<file path="src/rtl/seq_pkg.sv">
// Shared types and default timing constants for the program sequencer.
package seq_pkg;

   localparam int NPROG_DEF        = 3;
   localparam int RST_CYCLES_DEF   = 4;
   localparam int START_CYCLES_DEF = 2;
   localparam int TIMEOUT_DEF      = 1000;

   typedef enum logic [2:0] {
      S_IDLE,
      S_RST_CPU,
      S_START_HI,
      S_RUN,
      S_REPORT,
      S_DONE
   } seq_state_t;

endpackage

</file>
<file path="src/rtl/edge_detect.sv">
// Registered rising-edge detector: holds last sample, flags 0->1.
module edge_detect (
   input  logic Clk,
   input  logic Reset,
   input  logic sig,
   output logic rise
);

   logic sig_r;

   always_ff @(posedge Clk or negedge Reset) begin
      if (!Reset) sig_r <= 1'b0;
      else        sig_r <= sig;
   end

   assign rise = sig & ~sig_r;

endmodule

</file>
<file path="src/rtl/prog_sequencer.sv">
// Drives CPU reset/start for NPROG programs and reports RUN cycle counts.
module prog_sequencer
   import seq_pkg::*;
#(
   parameter int NPROG        = NPROG_DEF,
   parameter int RST_CYCLES   = RST_CYCLES_DEF,
   parameter int START_CYCLES = START_CYCLES_DEF,
   parameter int TIMEOUT      = TIMEOUT_DEF
) (
   input  logic        Clk,
   input  logic        Reset,
   input  logic        Go,
   input  logic        Ack,
   output logic        CpuReset,
   output logic        Start,
   output logic [1:0]  ProgIdx,
   output logic [15:0] CycleCount,
   output logic        CountValid,
   output logic        TimedOut,
   output logic        AllDone
);

   seq_state_t  state, state_n;
   logic [15:0] tmr, tmr_n;
   logic [15:0] run_cnt, run_n;
   logic [15:0] cnt_inc;
   logic [15:0] cnt_n;
   logic [1:0]  idx_n;
   logic        to_n;
   logic        ack_rise;
   logic        go_rise;

   edge_detect u_ack_ed (
      .Clk   (Clk),
      .Reset (Reset),
      .sig   (Ack),
      .rise  (ack_rise)
   );

   edge_detect u_go_ed (
      .Clk   (Clk),
      .Reset (Reset),
      .sig   (Go),
      .rise  (go_rise)
   );

   // Count reported is the RUN cycle just completed, saturating.
   assign cnt_inc = (run_cnt == 16'hFFFF) ? run_cnt : run_cnt + 16'd1;

   always_comb begin
      state_n = state;
      tmr_n   = tmr;
      run_n   = run_cnt;
      idx_n   = ProgIdx;
      cnt_n   = CycleCount;
      to_n    = TimedOut;
      unique case (state)
         S_IDLE: begin
            if (Go) begin
               state_n = S_RST_CPU;
               tmr_n   = '0;
            end
         end
         S_RST_CPU: begin
            if (tmr == 16'(RST_CYCLES - 1)) begin
               state_n = S_START_HI;
               tmr_n   = '0;
               idx_n   = 2'd1;
            end else begin
               tmr_n = tmr + 16'd1;
            end
         end
         S_START_HI: begin
            if (tmr == 16'(START_CYCLES - 1)) begin
               state_n = S_RUN;
               run_n   = '0;
            end else begin
               tmr_n = tmr + 16'd1;
            end
         end
         S_RUN: begin
            if (ack_rise) begin
               state_n = S_REPORT;
               cnt_n   = cnt_inc;
               to_n    = 1'b0;
            end else if (cnt_inc == 16'(TIMEOUT)) begin
               state_n = S_REPORT;
               cnt_n   = cnt_inc;
               to_n    = 1'b1;
            end else begin
               run_n = cnt_inc;
            end
         end
         S_REPORT: begin
            if (ProgIdx < 2'(NPROG)) begin
               state_n = S_START_HI;
               tmr_n   = '0;
               idx_n   = ProgIdx + 2'd1;
            end else begin
               state_n = S_DONE;
            end
         end
         S_DONE: begin
            if (go_rise) begin
               state_n = S_RST_CPU;
               tmr_n   = '0;
               idx_n   = 2'd0;
            end
         end
         default: state_n = S_IDLE;
      endcase
   end

   // Strobes are registered from the next state so outputs align with it.
   always_ff @(posedge Clk or negedge Reset) begin
      if (!Reset) begin
         state      <= S_IDLE;
         tmr        <= '0;
         run_cnt    <= '0;
         ProgIdx    <= '0;
         CycleCount <= '0;
         TimedOut   <= 1'b0;
         CpuReset   <= 1'b0;
         Start      <= 1'b0;
         CountValid <= 1'b0;
         AllDone    <= 1'b0;
      end else begin
         state      <= state_n;
         tmr        <= tmr_n;
         run_cnt    <= run_n;
         ProgIdx    <= idx_n;
         CycleCount <= cnt_n;
         TimedOut   <= to_n;
         CpuReset   <= (state_n == S_RST_CPU);
         Start      <= (state_n == S_START_HI);
         CountValid <= (state_n == S_REPORT);
         AllDone    <= (state_n == S_DONE);
      end
   end

endmodule

</file>
<file path="config.mk">
export PLATFORM = sky130hd
export DESIGN_NAME = prog_sequencer
export DESIGN_NICKNAME = d
export VERILOG_FILES = /design/src/rtl/seq_pkg.sv /design/src/rtl/edge_detect.sv /design/src/rtl/prog_sequencer.sv
export SDC_FILE = /design/constraint.sdc
export NUM_CORES = 1
export LEC_CHECK = 0
export CORE_ASPECT_RATIO = 0.75
export CORE_MARGIN = 5
export CORE_UTILIZATION = 61
export CTS_BUF_LIST = sky130_fd_sc_hd__clkbuf_4
export DETAILED_ROUTE_END_ITERATION = 6
export GPL_TIMING_DRIVEN = 0
export PLACE_DENSITY_LB_ADDON = 0.1
export SYNTH_ARGS = -nofsm -noshare
export SYNTH_HDL_FRONTEND = slang
export SYNTH_SLANG_ARGS = --single-unit
</file>
<file path="constraint.sdc">
create_clock -name Clk -period 3.8 [get_ports Clk]
set_input_delay 0.76 -clock Clk [delete_from_list [all_inputs] [get_ports Clk]]
set_output_delay 0.76 -clock Clk [all_outputs]
set_load 0.05 [all_outputs]
</file>
==> impl_metrics.csv <==
group,metric,value,unit
floorplanning,die_area,0.00736,mm^2
synth,syn_area,0.00349,mm^2
synth,mappedNetlistNets,388,
worst_setup_path,crit_arrival,3680,ps
route,drtIter0Drc,335,
timing,fin_tns_setup,0,ps
timing,hold_viol_final,0,
worst_setup_path,cp_cell_sequence,"buf_2 -> and3_1 -> clkbuf_1 -> nand4_1 -> or4b_1 -> a2111oi_1 -> nand2_1 -> o21ai_4 -> buf_6 -> mux2_1",
place,place_hpwl,6020,um
finish,diodes,0,
worst_setup_path,critPathLaunchType,"flop",
route,detailroute.via_count,3042,
synth,synth_edf_count,0,
route,drt-total-wl,8240,um
finish,drive_above_1_share,0.119,
clock_network,clk_latency,400,ps
worst_setup_path,crit_required,4080,ps
synth,async_flop_share,1.00,
timing,final-max-slew-violation-count,0,
timing,setup_viol,0,
clock_network,post_cts_buffers,0,
place,post-place-cells,482,
flow_run,maxCapViolations,0,
timing,worst_pin_slew,652,ps
route,ant_nets,0,
clock_network,ctsResizeCount,0,
synth,synth-seq-area-share,0.430,
power,leakage,1.69,nW
floorplanning,start_util,0.643,
timing,fin_crit_sh,0.894,
synth,yosys_warnings,0,
synth,synth_top_area_cell,"dfrtp_1",
clock_network,clkSinkCount,60,
clock_network,htreeDepth,3,
floorplanning,num_io_pins,27,
floorplanning,die_x,97.4,um
synth,avgSynthCellArea,9.20,um^2
grt,grt_pass1_vias,2771,
timing,maxSlewHeadroom,0.561,
power,max-vdd-ir-drop,0.000366,V
floorplanning,num_rows,23,
timing,hold_slack,329,ps
worst_setup_path,crit_fanout,10,
synth,synth_cell_types,57,
route,drc,0,
place,port_buffers,26,
power,power.density,503,mW/mm^2
grt,grt_pass1_wl,14000,um
grt,grt_overflow,0,
synth,ys_seq_elements,60,
clock_network,holdBufCountCts,0,
timing,rsz0062_at_grt,"false",
floorplanning,dieHeight,75.6,um
finish,syn2layout_area_growth,13.7,%
grt,antenna_found_initial,0,
floorplanning,core,0.00544,mm^2
route,vias_per_cell,6.15,
grt,grt_util_all_layers,0.242,
run_status,status,"completed",
clock_network,cts_buffer_depth,2,
synth,synthFlopType,"dfrtp_1",
finish,stdcell_count,495,
clock_network,numCtsBuffers,9,
timing,finalClockSkew,16.3,ps
clock_network,root_buffer,"clkbuf_4",
synth,synth_most_common_cell,"dfrtp_1",
place,gp_congestion,0.925,
worst_setup_path,ff2ff_setup_slack,400,ps
clock_network,cts_tree,"built",
hold_path,min_path_type,"primary input to async pin",
worst_setup_path,cp_slowest_cell,"or4b_1",
worst_setup_path,reg2reg_from,"run_cnt[0]$_DFFE_PN0P_",
route,wire_per_inst,16.7,um
worst_setup_path,r2r-end,"CycleCount[3]$_DFFE_PN0P_",
synth,post-synth-top-area-fraction,0.430,
worst_setup_path,path_class,"flop to flop",
route,first_pass_iters,5,
synth,synthCells,380,
timing,fmax,0.294,GHz
timing,layout_min_cycle_time,3400,ps
worst_setup_path,cp-end-kind,"flop",
clock_network,path_clk_slew,110,ps
worst_setup_path,cp_slowest_stage_delay,560,ps
grt,grt_max_degree,39,
worst_setup_path,reg2reg_depth,10,
finish,final_nets,426,
synth,synthTopCellsByArea,"dfrtp_1, nand2_1, mux2_2",
synth,synth_common_cells,"dfrtp_1, nand2_1, nor2_1",
## per-stage QoR
stage                     power, W  setup WS (ps)   util  instance area (um^2)
final                      0.00200            401  0.731                  3980
after global routing       0.00212            216  0.731                  3980
after CTS                  0.00200            448  0.731                  3980
after detailed placement   0.00159            471  0.710                  3860
after global placement     0.00156           63.8  0.708                  3850
after floorplan            0.00135            871      -                  3490
## layout by cell type (no fill, tap or decap), types with 7 or more instances in the layout
cell,n
a21oi_1,20
clkbuf_1,11
clkbuf_4,9
clkdlybuf4s50_1,25
dfrtp_1,60
inv_1,15
mux2_2,11
nand2_1,39
nand3_1,17
nand4_1,7
nor2_1,28
nor3_1,8
nor4_1,9
o21ai_0,24
o31ai_1,9
## worst max-delay path by stage
stage | from | endpoint | slack (ps)
after floorplan | run_cnt[0]$_DFFE_PN0P_ | CycleCount[2]$_DFFE_PN0P_ | 870
final | run_cnt[0]$_DFFE_PN0P_ | CycleCount[3]$_DFFE_PN0P_ | 400
after detailed placement | run_cnt[5]$_DFFE_PN0P_ | CycleCount[3]$_DFFE_PN0P_ | 470
after global placement | Reset | CycleCount[3]$_DFFE_PN0P_ | 60
after global routing | run_cnt[0]$_DFFE_PN0P_ | CycleCount[3]$_DFFE_PN0P_ | 220
after CTS | run_cnt[0]$_DFFE_PN0P_ | CycleCount[3]$_DFFE_PN0P_ | 450
## final cells by class
| class | instances | area, um^2 |
|---|---|---|
| flip-flops and latches | 60 | 1500 |
| repair buffers | 27 | 275 |
| well taps | 75 | 93.8 |
| fillers | 419 | 1460 |
| clock inverters | 4 | 43.8 |
| inverters | 15 | 56.3 |
| plain buffers | 23 | 130 |
| multi-input cells | 282 | 1810 |
| clock buffers | 9 | 67.6 |
## report_power, final
part           total [W]  leakage [nW]  switching (W)  internal (W)
registers       0.000779         0.808      0.0000598      0.000719
logic           0.000808         0.814       0.000535      0.000274
clock network   0.000414        0.0649       0.000228      0.000186
total            0.00200          1.69       0.000822       0.00118
## sequential cells by signal, summed over array words and instances (netlist names)
register / flops
ProgIdx: 2
CpuReset: 1
AllDone: 1
u_ack_ed.sig_r: 1
run_cnt: 16
TimedOut: 1
u_go_ed.sig_r: 1
CycleCount: 16
Start: 1
tmr: 16
CountValid: 1
state: 3
## worst max-delay path: cells and delay by family (launching register included)
kind | cells | cell delay, ps
compound gates | 2 | 820
flops | 1 | 370
simple gates | 4 | 1040
mux | 1 | 340
buf+inv | 3 | 690
## cell families after synthesis
| family | after synthesis | share of synthesized area |
|---|---|---|
| AND/OR/NAND/NOR | 159 | 0.246 |
| adder cells (fa/ha/maj) | 4 | 0.0143 |
| AO/OA/AOI/OAI | 86 | 0.159 |
| XOR/XNOR | 12 | 0.0301 |
| flip-flops | 60 | 0.430 |
| buffers and inverters | 38 | 0.0533 |
| multiplexers | 21 | 0.0670 |
## metal layers
layer / share of wire / wire length, um / global-route usage
met1: 0.50 / 4150 / 0.359
met2: 0.40 / 3330 / 0.355
met3: 0.078 / 644 / 0.0595
met4: 0.014 / 118 / 0.0722
met5: 0 / 0 / 0
No activity file was read; power rests on OpenSTA's default activity.
